==> src/rtl/log_perf_ctrl.sv <==
// Log-window and performance-counter control.
// Free-running timer, registered log-window enable, periodic dump generator
// with optional automatic clean, and a dump/clean pulse sequencer.
module log_perf_ctrl #(
    parameter bit          CLEAN_AFTER_DUMP = 1'b1,
    // Reset value of the timer (0 in normal use)
    parameter logic [63:0] TIMER_INIT       = 64'd0
) (
    input  logic        clock,
    input  logic        reset,
    input  logic [63:0] log_begin,
    input  logic [63:0] log_end,
    input  logic [31:0] dump_interval,
    input  logic        clean_req,
    input  logic        dump_req,
    output logic [63:0] timer,
    output logic        logEnable,
    output logic        clean,
    output logic        dump
);

    localparam int unsigned TIMER_W = 64;
    localparam int unsigned CNT_W   = 32;

    typedef enum logic [1:0] {
        IDLE  = 2'b00,
        DUMP  = 2'b01,
        CLEAN = 2'b10
    } state_t;

    state_t             state_q, state_d;
    logic               dump_pend_q, dump_pend_d;
    logic               clean_pend_q, clean_pend_d;
    logic [CNT_W-1:0]   cnt_q, cnt_d;
    logic [TIMER_W-1:0] timer_next;
    logic               periodic_ev;
    logic               dump_want;
    logic               clean_want;

    assign timer_next = timer + TIMER_W'(1);

    // Timer and log-window enable; enable is evaluated on the value the timer
    // will show next, so both registers describe the same cycle.
    always_ff @(posedge clock or negedge reset) begin
        if (!reset) begin
            timer     <= TIMER_INIT;
            logEnable <= 1'b0;
        end else begin
            timer     <= timer_next;
            logEnable <= (timer_next >= log_begin) && (timer_next < log_end);
        end
    end

    // A counter already at or beyond the (possibly shrunk) limit fires at once.
    assign periodic_ev = (dump_interval != CNT_W'(0)) &&
                         (cnt_q >= (dump_interval - CNT_W'(1)));

    // Incoming requests are folded into the pending flags in the same cycle so
    // a lone request is issued on the very next edge.
    assign dump_want  = dump_pend_q | dump_req | periodic_ev;
    assign clean_want = clean_pend_q | clean_req | (CLEAN_AFTER_DUMP & periodic_ev);

    // Next-state, pending-flag and interval-counter logic; dump has priority.
    always_comb begin
        state_d      = IDLE;
        dump_pend_d  = dump_want;
        clean_pend_d = clean_want;
        cnt_d        = cnt_q + CNT_W'(1);

        if (dump_want) begin
            state_d     = DUMP;
            dump_pend_d = 1'b0;
        end else if (clean_want) begin
            state_d      = CLEAN;
            clean_pend_d = 1'b0;
        end

        if ((state_d == CLEAN) || periodic_ev || (dump_interval == CNT_W'(0))) begin
            cnt_d = CNT_W'(0);
        end
    end

    // Sequencer state, pending flags and interval counter.
    always_ff @(posedge clock or negedge reset) begin
        if (!reset) begin
            state_q      <= IDLE;
            dump_pend_q  <= 1'b0;
            clean_pend_q <= 1'b0;
            cnt_q        <= CNT_W'(0);
        end else begin
            state_q      <= state_d;
            dump_pend_q  <= dump_pend_d;
            clean_pend_q <= clean_pend_d;
            cnt_q        <= cnt_d;
        end
    end

    assign dump  = (state_q == DUMP);
    assign clean = (state_q == CLEAN);

endmodule

==> config.mk <==
export PLATFORM = sky130hd
export DESIGN_NAME = log_perf_ctrl
export DESIGN_NICKNAME = d
export VERILOG_FILES = /design/src/rtl/log_perf_ctrl.sv
export SDC_FILE = /design/constraint.sdc
export NUM_CORES = 1
export LEC_CHECK = 0
export BUFFER_PORTS_ARGS = -buffer_cell sky130_fd_sc_hd__clkbuf_2
export CAP_MARGIN = 20
export CORE_MARGIN = 1
export CORE_UTILIZATION = 45
export DETAILED_ROUTE_END_ITERATION = 12
export GPL_ROUTABILITY_DRIVEN = 0
export PLACE_DENSITY = 0.71
export SETUP_SLACK_MARGIN = 0.02
export SYNTH_ARGS = -nofsm -noshare
export SYNTH_HDL_FRONTEND = slang
export SYNTH_SLANG_ARGS = --single-unit
==> constraint.sdc <==
create_clock -name clock -period 3.9 [get_ports clock]
set_input_delay 0 -clock clock [delete_from_list [all_inputs] [get_ports clock]]
set_output_delay 0 -clock clock [all_outputs]
set_load 0.02 [all_outputs]
Yosys cells after proc, flatten, opt, wreduce, memory -nomap -nowiden. Index checks and enable logic that the tools add are counted.

Output and inout bits: 67. Logic and storage cells: 27. Register bits after elaboration: 100.

Eq/ne operators: 3. Reductions and logical operators: 6. Bitwise gates (word level): 3. Multiplexer cells: 4. $add $sub $neg: 3. Order comparisons: 3.

Operator list (count): 64-bit by 1-bit adder with 64-bit output, second input constant (1); 64-bit greater-or-equal comparator (1); 64-bit less-than comparator (1); 32-bit by 1-bit adder with 32-bit output, second input constant (1); 32-bit greater-or-equal comparator (1); 32-bit zero test (1); 32-bit two-way mux (1); 32-bit nonzero test (1); 32-bit by 1-bit subtractor with 32-bit output, second input constant (1); 2-bit == test, second input constant (2); 2-bit two-way mux (2); 1-bit bitwise OR (3); 2-bit by 1-bit == test with 1-bit output, second input constant (1); 1-bit logical AND (2); 1-bit logical OR (2); 1-bit two-way mux (1).

Logic depth before layout (Yosys ltp). Gate-level depths: netlist of the first run.

Depth in word-level cells: 10. Mapped depth: 15.

Worst setup path before layout of the first run. Ideal clock, no wire load.

Path type: flip-flop to flip-flop. Start: reg timer[20]. End: reg logEnable. Required time: 3764 ps. Cell stages (with the launch flop): 15. Clock period less this slack: 3703 ps. Arrival: 3567 ps. Path slack: 197 ps. Library setup time: 136 ps. Path through: dfrtp_1 and4_1 nand4_1 nor2_1 nand2_1 nor3_4 nand3_1 xnor2_1 ha_1 a21oi_1 nand2_1 a221o_1 a221o_1 o311ai_0 a211oi_1.

Longest elaborated chain between the ends: 3. Elaborated cells between the ends (all ways): 4. Classes of those cells: add/sub: 1; order compare: 2; reduce/logical: 1.

Ends and longest elaborated chain: start: declaration (line 16) `output logic [63:0] timer,`; start signal: assignment (line 49) `timer <= timer_next;`; 64-bit by 1-bit adder with 64-bit output * (line 40) `assign timer_next = timer + TIMER_W'(1);`; named net timer_next[42] (line 35) `logic [TIMER_W-1:0] timer_next;`; 64-bit greater-or-equal comparator or 64-bit less-than comparator (tied branches) (line 50) `logEnable <= (timer_next >= log_begin) && (timer_next < log_end);`; 1-bit logical AND * (line 50); end signal: assignment (line 50); end: declaration (line 17) `output logic logEnable,`.

Mark *: on every way through the listed nets, which the timed path passes. The rest lies on a longest branch.

Worst setup path after layout of the first run.
Start: reg timer[13]. End: reg logEnable.

The elaborated chain is that of the path after synthesis.

==> results.json, run 1 <==
{
  "outcome": "complete, no violations",
  "clkLatencyLatePin_ns": 0.35,
  "ir_drop_mv": 0.195,
  "rows": 51,
  "crit_type": "reg -> reg",
  "hold_start": "dump_interval[31]",
  "switching_share": 0.262,
  "maxCapViolCount": 0,
  "pin_count": 231,
  "ys_seq_area_frac": 0.282,
  "p_comb_frac": 0.142,
  "critPathMaxFanout": 7,
  "cp-startpoint": "timer[13]",
  "synth_largest_area_cell": "dfrtp_1",
  "cts_made_buffers": 9,
  "ys_top_cells_by_area": "dfrtp_1 28%, ha_1 23%, xnor2_1 7.3%, inv_1 6.3%, xor2_1 4.5%",
  "crit_arrival_ns": 3.92,
  "syn_avg_cell_area_um2": 8.73,
  "fin_crit_sh": 0.946,
  "cts-root-buf": "clkbuf_16",
  "cts.clk_slew.worst_paths_ns": 0.08,
  "port_buffers": 230,
  "synth_top_area_frac": 0.282,
  "grt_pass1_vias": 7893,
  "die_x_um": 143,
  "tightest_slew_ns": 0.731,
  "slew_violations": 0,
  "drc": 0,
  "postSynth.asyncResetShare": 1.00,
  "powerDensity_nw_per_um2": 217,
  "grt_use_total": 0.240,
  "p_total_uw": 2430,
  "power_switching_uw": 637,
  "reg2reg_from": "timer[13]",
  "post-synth-top-count-cell": "ha_1",
  "wl_per_cell_um": 15.2,
  "ys_ff_latch": 100,
  "start_kind": "register",
  "ant_nets": 0,
  "required_ns": 4.13,
  "synth_edf_count": 0,
  "max_freq_mhz": 271,
  "hold_violations": 0,
  "hold_ws_ns": 0.103,
  "internal_power_uw": 1790,
  "initial_core_util": 0.458,
  "routed_wl_um": 23700,
  "period_needed_ns": 3.69,
  "p_clk_frac": 0.418,
  "power.leakage_uw": 0.00627,
  "slew_headroom": 0.513,
  "die_h_um": 143,
  "fin_nets": 1619,
  "areaGrowthSynthToFinish_pct": 25.8,
  "first_pass_iters": 5,
  "synth-main-ff-cell": "dfrtp_1",
  "die_area_um2": 20300,
  "synth_commonest_cells": "163 x ha_1, 148 x inv_1, 100 x dfrtp_1, 87 x nor2_1, 74 x xnor2_1",
  "grt_overflow": 0,
  "synth.distinct_cells": 54,
  "drt_iter0_drc": 356,
  "syn_inst": 1018,
  "via_count": 8102,
  "hold_class": "in -> reg",
  "antenna_cells": 0,
  "synth_nets": 1345,
  "drive_gt1_frac": 0.258,
  "synth_warnings": 0,
  "vias_per_cell": 5.19,
  "cts_buffer_depth": 2,
  "hpwl_um": 19900,
  "syn_area_um2": 8890,
  "end_kind": "register",
  "seqPwrFrac": 0.440,
  "grt_max_degree": 55,
  "core_um2": 19400,
  "cts_max_level": 3,
  "clock-sinks": 100,
  "grt_first_pass_wirelength_um": 38100,
  "grt_antenna_before_repair": 0,
  "cts_tree": "done",
  "setup_viol": 0,
  "finClkSkew_ns": 0.0116
}
cell usage in the layout, fill, tap and decap left out, types with 3 or more instances in the layout:
| cell type | synthesis | layout |
|---|---|---|
| or3_1 | 6 | 5 |
| nor4_1 | 9 | 7 |
| dfrtp_1 | 100 | 98 |
| o211ai_1 | 5 | 5 |
| a211oi_1 | 10 | 8 |
| o21ai_0 | 20 | 19 |
| nor2_1 | 87 | 86 |
| xnor2_1 | 74 | 64 |
| and3_1 | 6 | 6 |
| buf_4 | 0 | 36 |
| o31ai_1 | 3 | 3 |
| nand2b_1 | 3 | 3 |
| inv_1 | 148 | 148 |
| ha_1 | 163 | 163 |
| clkbuf_16 | 0 | 9 |
| a21o_1 | 23 | 23 |
| and4_1 | 14 | 13 |
| nand4_1 | 51 | 51 |
| nand2_1 | 64 | 64 |
| nor4_2 | 3 | 5 |
| nor3_2 | 3 | 5 |
| xor2_1 | 46 | 44 |
| nor3_1 | 17 | 13 |
| nor3_4 | 2 | 4 |
| nand3b_1 | 3 | 3 |
| a21oi_1 | 50 | 49 |
| xnor2_2 | 0 | 10 |
| dlygate4sd3_1 | 0 | 3 |
| o21a_1 | 3 | 3 |
| nor2b_1 | 11 | 11 |
| clkbuf_2 | 0 | 229 |
| nand3_1 | 53 | 51 |
registers in the layout, indices dropped and copies added (netlist names):
register      cells
logEnable         1
timer            64
cnt_q            32
clean_pend_q      1
state_q           2
power by group through the flow:
stage               Clock [µW]  Combinational [µW]  Sequential, µW
finish                    1020                 346            1070
global route              1070                 396            1070
CTS                       1040                 347            1070
detailed placement           0                 341            1090
global placement             0                 335            1090
floorplan                    0                 175            1090
layout make-up:
class	instances	area, µm²
repair buffers	269	1460
fillers	1782	8210
flip-flops and latches	100	2500
well taps	265	332
clock inverters	6	95.1
multi-input cells	764	6000
inverters	148	556
clock buffers	10	239
stage by stage:
| stage | setup slack, ns | setup TNS [ns] | std cells | instance area (µm²) | util |
|---|---|---|---|---|---|
| final | 0.209 | 0 | 1562 | 11200 | 0.577 |
| after floorplan | 0.197 | 0 | 1018 | 8890 | - |
| after global placement | 0.0316 | 0 | 1538 | 10600 | 0.545 |
| after CTS | 0.0309 | 0 | 1558 | 11000 | 0.565 |
| after detailed placement | -0.122 | -0.122 | 1538 | 10600 | 0.545 |
| after global routing | -0.00240 | -0.00240 | 1562 | 11200 | 0.577 |
per-layer routing:
| metal | global-route usage | up-vias | routed length, µm |
|---|---|---|---|
| li1 | - | 4091 | - |
| met1 | 0.317 | 3713 | 10700 |
| met2 | 0.397 | 254 | 11000 |
| met3 | 0.0347 | 44 | 1260 |
| met4 | 0.0905 | 0 | 692 |
| met5 | 0 | - | 0 |
cell families after synthesis:
group                      Yosys count  share of synthesized area
adders and majority gates          163                      0.229
buffers and inverters              154                     0.0656
and+or+nand+nor                    349                      0.211
AOI/OAI and AO/OA                  132                     0.0945
xor gates and xnor gates           120                      0.118
DFF                                100                      0.282
worst paths after layout:
kind	cells after the start	slack, ns	endpoint
worst max register to register	16	0.21	logEnable
min in group asynchronous	2	0.22	cnt_q[14]
worst min register to register	1	0.55	cnt_q[0]
worst min-delay path	4	0.10	state_q[1]
max in group asynchronous	3	2.53	timer[30]
worst max-delay path	16	0.21	logEnable
worst max-delay path, cell delays in order (launching register included):
cell	delay, ns
dfrtp_1	0.38
and4_4	0.25
nand4_1	0.20
nor3_4	0.19
buf_4	0.18
nand2_1	0.09
inv_1	0.10
nand3_1	0.10
xnor2_1	0.23
ha_1	0.29
a21oi_1	0.16
o21ai_0	0.17
a221oi_1	0.32
o31ai_1	0.14
a221o_1	0.37
o311ai_2	0.28
a211oi_2	0.11
repair_timing:
| action | 4_1_cts | 5_1_grt |
|---|---|---|
| endpoints found under the hold margin | 56 | 0 |
| setup endpoints to repair | 1 | 1 |
| buffers inserted | 1 | 4 |
| hold buffers | 3 | 0 |
| pin swaps | 2 | 10 |
| gates resized for setup | 3 | 36 |
Note: power is estimated with default switching activity, not from simulation.
==> run 2, diff against run 1 <==
--- a/config.mk
+++ b/config.mk
@@ -7,10 +7,12 @@
 export LEC_CHECK = 0
 export BUFFER_PORTS_ARGS = -buffer_cell sky130_fd_sc_hd__clkbuf_2
 export CAP_MARGIN = 20
+export CORE_ASPECT_RATIO = 1.2
 export CORE_MARGIN = 1
 export CORE_UTILIZATION = 45
 export DETAILED_ROUTE_END_ITERATION = 12
 export GPL_ROUTABILITY_DRIVEN = 0
+export GPL_TIMING_DRIVEN = 0
 export PLACE_DENSITY = 0.71
 export SETUP_SLACK_MARGIN = 0.02
 export SYNTH_ARGS = -nofsm -noshare
==> results.json, run 2 (same netlist as run 1, synthesis figures left out) <==
{
  "first_pass_iters": 5,
  "regArea_um2": 2510,
  "final.setup.tns_ns": 0,
  "hold_class": "in -> reg",
  "tightest_slew_ns": 0.846,
  "end_kind": "register",
  "worst-path-stages": 15,
  "utilization": 0.581,
  "clkLatencyLatePin_ns": 0.36,
  "maxCapViolCount": 0,
  "fin_cells": 1544,
  "worstPathCellList": "nand4_1 -> nor2_2 -> and4_1 -> nand3_2 -> nor3_4 -> buf_4 -> buf_4 -> nand4_1 -> xnor2_1 -> ha_1 -> nand4_1 -> or4_1 -> nor3_2 -> a31o_2 -> a211oi_1",
  "hold_ws_ns": 0.0782,
  "routed_wl_um": 23200,
  "grt_overflow": 0,
  "outcome": "complete, no violations",
  "initial_core_util": 0.465,
  "min_to": "state_q[1]",
  "regMostFlops": "timer",
  "drc": 0,
  "largest_register_ffs": 64,
  "crit_type": "reg -> reg",
  "grt_first_pass_wirelength_um": 37400,
  "via_count": 8056,
  "grt_max_degree": 101,
  "cts_buffer_depth": 2,
  "reg_top3": "timer x64, cnt_q x32, state_q x2",
  "grt_use_total": 0.237,
  "rr_worst_depth": 15,
  "pin_count": 231,
  "timing.critical_path.buf_inv": 2,
  "hold_start": "dump_interval[31]",
  "dp_slack_ns": -0.661,
  "cp_slowest_cell": "or4_1",
  "grt_antenna_before_repair": 0,
  "grt_pass1_vias": 8058,
  "dp_cells": 1504,
  "max_freq_mhz": 270,
  "drive_gt1_frac": 0.255,
  "rsz0062_at_grt": "no",
  "die_area_um2": 20300,
  "drt_iter0_drc": 259,
  "fin_nets": 1609,
  "areaGrowthSynthToFinish_pct": 25.0,
  "cp_common_cell": "nand4_1",
  "die_h_um": 156,
  "cts_made_buffers": 9,
  "hpwl_um": 19100,
  "crit_family": "simple AND/OR/NAND/NOR gates",
  "port_buffers": 230,
  "fill_cells": 1762,
  "slew_violations": 0,
  "fin_crit_sh": 0.949,
  "multi_input_area_um2": 6000,
  "core_um2": 19100,
  "clock-sinks": 100,
  "cts_tree": "done",
  "critPathMaxFanout": 5,
  "start_kind": "register",
  "ant_nets": 0,
  "r2r_setup_slack_ns": 0.20,
  "slew_headroom": 0.436,
  "powerDensity_nw_per_um2": 217,
  "finClkSkew_ns": 0.0173,
  "min_delay_path_depth": 4,
  "max_stage_delay_ns": 0.61,
  "hold_violations": 0,
  "cts.clk_slew.worst_paths_ns": 0.07,
  "setup_viol": 0,
  "ir_drop_mv": 0.195,
  "final_cell_mix": "229 x clkbuf_2, 163 x ha_1, 148 x inv_1, 92 x dfrtp_1, 82 x nor2_1",
  "die_x_um": 130,
  "cts-root-buf": "clkbuf_16",
  "power.leakage_uw": 0.00622,
  "layout_commonest_cell": "clkbuf_2",
  "required_ns": 4.12,
  "vias_per_cell": 5.22,
  "rows": 55,
  "cts_max_level": 3,
  "reg2reg_from": "timer[30]",
  "crit_arrival_ns": 3.92,
  "wl_per_cell_um": 15.0,
  "period_needed_ns": 3.70,
  "rr_endpoint": "logEnable",
  "fin_ws_ns": 0.200
}
## run 2: cell types whose count changed in the layout (fill, tap and decap cells not counted), sizes merged
cell and delta:
diode +1, inv -1, buf -13, clkinvlp -1, clkinv +1, clkbuf +4
## run 2: worst max path at each step
stage | end | slack [ns] | from
after floorplan | logEnable | 0.20 | timer[20]
after global placement | logEnable | -0.62 | timer[0]
after detailed placement | logEnable | -0.66 | timer[0]
after CTS | logEnable | 0.03 | timer[12]
after global routing | logEnable | 0.01 | timer[12]
final | logEnable | 0.20 | timer[30]
## run 2: cell type report
type,instances,share of cell area
repair buffers,253,0.122
well taps,256,0.0288
diodes,1,0.000225
clock buffers,11,0.0228
inverters,148,0.0500
flip-flops and latches,100,0.226
clock inverters,5,0.00732
plain buffers,6,0.00248
multi-input cells,764,0.540
## run 2: metal layers
| layer | global-route usage | routed length [µm] |
|---|---|---|
| met1 | 0.277 | 9780 |
| met5 | 0 | 0 |
| met4 | 0.108 | 784 |
| met3 | 0.0436 | 1230 |
| met2 | 0.414 | 11400 |
## run 2: through the flow
| stage | cell area (µm²) | power [µW] |
|---|---|---|
| 2_1_floorplan | 8890 | 1260 |
| 4_1_cts | 10900 | 2440 |
| 3_5_place_dp | 10400 | 1430 |
| 5_1_grt | 11100 | 2530 |
| 6_report | 11100 | 2410 |
| 3_3_place_gp | 10400 | 1420 |
## run 2: what timing repair did
action                                  CTS  global route
hold endpoints to repair                103             0
pin swaps                                 7             9
endpoints found under the setup margin    1             1
gates resized for setup                  22            25
buffers inserted                         12             8
hold buffers                              3             0
## run 2: tightest hold or removal path, cell delays in order
cell and delay (ns):
clkbuf_2 0.10, nor4b_1 0.05, nand4_1 0.15, a211oi_1 0.09
## run 2: power by group
group          total (µW)  internal [µW]  switching, µW
combinational         343            157            186
clock                1000            599            402
sequential           1070           1050           20.2
==> run 3, diff against run 2 <==
--- a/config.mk
+++ b/config.mk
@@ -5,15 +5,15 @@
 export SDC_FILE = /design/constraint.sdc
 export NUM_CORES = 1
 export LEC_CHECK = 0
-export BUFFER_PORTS_ARGS = -buffer_cell sky130_fd_sc_hd__clkbuf_2
 export CAP_MARGIN = 20
 export CORE_ASPECT_RATIO = 1.2
 export CORE_MARGIN = 1
 export CORE_UTILIZATION = 45
 export DETAILED_ROUTE_END_ITERATION = 12
+export DONT_BUFFER_PORTS = 1
 export GPL_ROUTABILITY_DRIVEN = 0
 export GPL_TIMING_DRIVEN = 0
-export PLACE_DENSITY = 0.71
+export PLACE_DENSITY = 0.61
 export SETUP_SLACK_MARGIN = 0.02
 export SYNTH_ARGS = -nofsm -noshare
 export SYNTH_HDL_FRONTEND = slang
==> results.json, run 3 (same netlist as run 1, synthesis figures left out) <==
{
  "layout_commonest_cell": "ha_1",
  "grt_overflow": 0,
  "rsz0062_at_grt": "yes",
  "drt_iter0_drc": 288,
  "cts_tree": "done",
  "wl_per_cell_um": 17.2,
  "required_ns": 4.12,
  "crit_type": "reg -> reg",
  "cts.clk_slew.worst_paths_ns": 0.07,
  "fin_nets": 1381,
  "fin_crit_sh": 0.963,
  "final_cell_mix": "162 x ha_1, 147 x inv_1, 82 x nor2_1, 71 x dfrtp_1, 63 x nand2_1",
  "design_area_um2": 10100,
  "via_count": 7138,
  "slew_violations": 0,
  "clkLatencyLatePin_ns": 0.35,
  "ant_nets": 0,
  "initial_core_util": 0.465,
  "hold_class": "in -> reg",
  "rows": 55,
  "cts_made_buffers": 9,
  "grt_first_pass_wirelength_um": 35800,
  "tightest_slew_ns": 0.578,
  "grt_antenna_before_repair": 0,
  "areaGrowthSynthToFinish_pct": 14.0,
  "fin_ws_ns": 0.145,
  "slew_headroom": 0.615,
  "clock-sinks": 100,
  "first_pass_iters": 4,
  "final.setup.tns_ns": 0,
  "maxCapViolCount": 0,
  "regMostFlops": "timer",
  "place_area_um2": 9210,
  "port_buffers": 0,
  "dp_slack_ns": -0.905,
  "hold_violations": 0,
  "finClkSkew_ns": 0.0101,
  "die_x_um": 130,
  "fill_cells": 1882,
  "vias_per_cell": 5.43,
  "cts-root-buf": "clkbuf_16",
  "drive_gt1_frac": 0.132,
  "max_freq_mhz": 266,
  "grt_use_total": 0.228,
  "critPathMaxFanout": 6,
  "die_h_um": 156,
  "die_area_um2": 20300,
  "grt_max_degree": 101,
  "drc": 0,
  "outcome": "complete, no violations",
  "antenna_cells": 0,
  "core_um2": 19100,
  "cts_buffer_depth": 2,
  "routed_wl_um": 22600,
  "start_kind": "register",
  "grt_pass1_vias": 7408,
  "crit_arrival_ns": 3.98,
  "power.leakage_uw": 0.00528,
  "ir_drop_mv": 0.173,
  "setup_viol": 0,
  "end_kind": "register",
  "period_needed_ns": 3.75,
  "powerDensity_nw_per_um2": 224,
  "cts_max_level": 3,
  "pin_count": 231,
  "hpwl_um": 18200,
  "largest_register_ffs": 64,
  "reg_top3": "timer x64, cnt_q x32, state_q x2",
  "utilization": 0.530
}
[run 3: critical path: stages (launching register included)]
cell,delay (ns)
dfrtp_2,0.49
and4_4,0.28
nand3_4,0.11
nor3_4,0.19
buf_6,0.16
buf_4,0.14
and4_4,0.26
nand2_1,0.10
xnor2_2,0.16
ha_1,0.32
a21oi_1,0.19
nand2_1,0.09
a221oi_2,0.26
o31ai_2,0.13
a221o_1,0.36
o311ai_2,0.27
a211oi_2,0.10
[run 3: stage by stage]
| step | total power, µW | hold WS (ns) | std cells |
|---|---|---|---|
| after floorplan | 1260 | -0.296 | 1018 |
| after global placement | 1310 | -0.292 | 1274 |
| after detailed placement | 1310 | -0.292 | 1274 |
| after CTS | 2300 | 0.0114 | 1308 |
| after global routing | 2380 | 0.0436 | 1315 |
| final | 2270 | 0.0238 | 1315 |
[run 3: final cells by class]
class / count / area (µm²) / area share
multi-input cells: 764 / 6150 / 0.607
flip-flops and latches: 100 / 2540 / 0.250
inverters: 148 / 556 / 0.0548
well taps: 256 / 320 / 0.0316
clock buffers: 12 / 256 / 0.0253
repair buffers: 25 / 230 / 0.0227
clock inverters: 4 / 55.1 / 0.00543
plain buffers: 6 / 27.5 / 0.00272
[run 3: worst paths after layout]
path | from | slack (ns) | depth (start not counted) | to
max in group asynchronous | reset | 3.17 | 2 | timer[30]
min in group asynchronous | reset | 0.19 | 2 | cnt_q[14]
max reg2reg | timer[5] | 0.15 | 16 | logEnable
max | timer[5] | 0.15 | 16 | logEnable
min | dump_interval[30] | 0.02 | 3 | state_q[0]
min reg2reg | cnt_q[0] | 0.52 | 1 | cnt_q[0]
[run 3: what timing repair did]
action | CTS | global route
pin swaps | 10 | 21
setup buffers | 11 | 7
gates resized for setup | 53 | 48
endpoints found under the setup margin | 1 | 2
hold buffers | 7 | 0
endpoints found under the hold margin | 103 | 0
[run 3: where the power goes]
| part | leakage [µW] | internal [µW] | switching, µW |
|---|---|---|---|
| logic | 0.00380 | 106 | 148 |
| registers | 0.00133 | 1050 | 20.8 |
| clock network | 0.000150 | 538 | 408 |
[run 3: routing by layer]
layer / global-route usage / up-vias / wire length (µm)
met1: 0.262 / 3312 / 9420
li1: - / 3624 / -
met2: 0.397 / 172 / 11200
met3: 0.0682 / 30 / 1470
met5: 0 / - / 0
met4: 0.0764 / 0 / 519
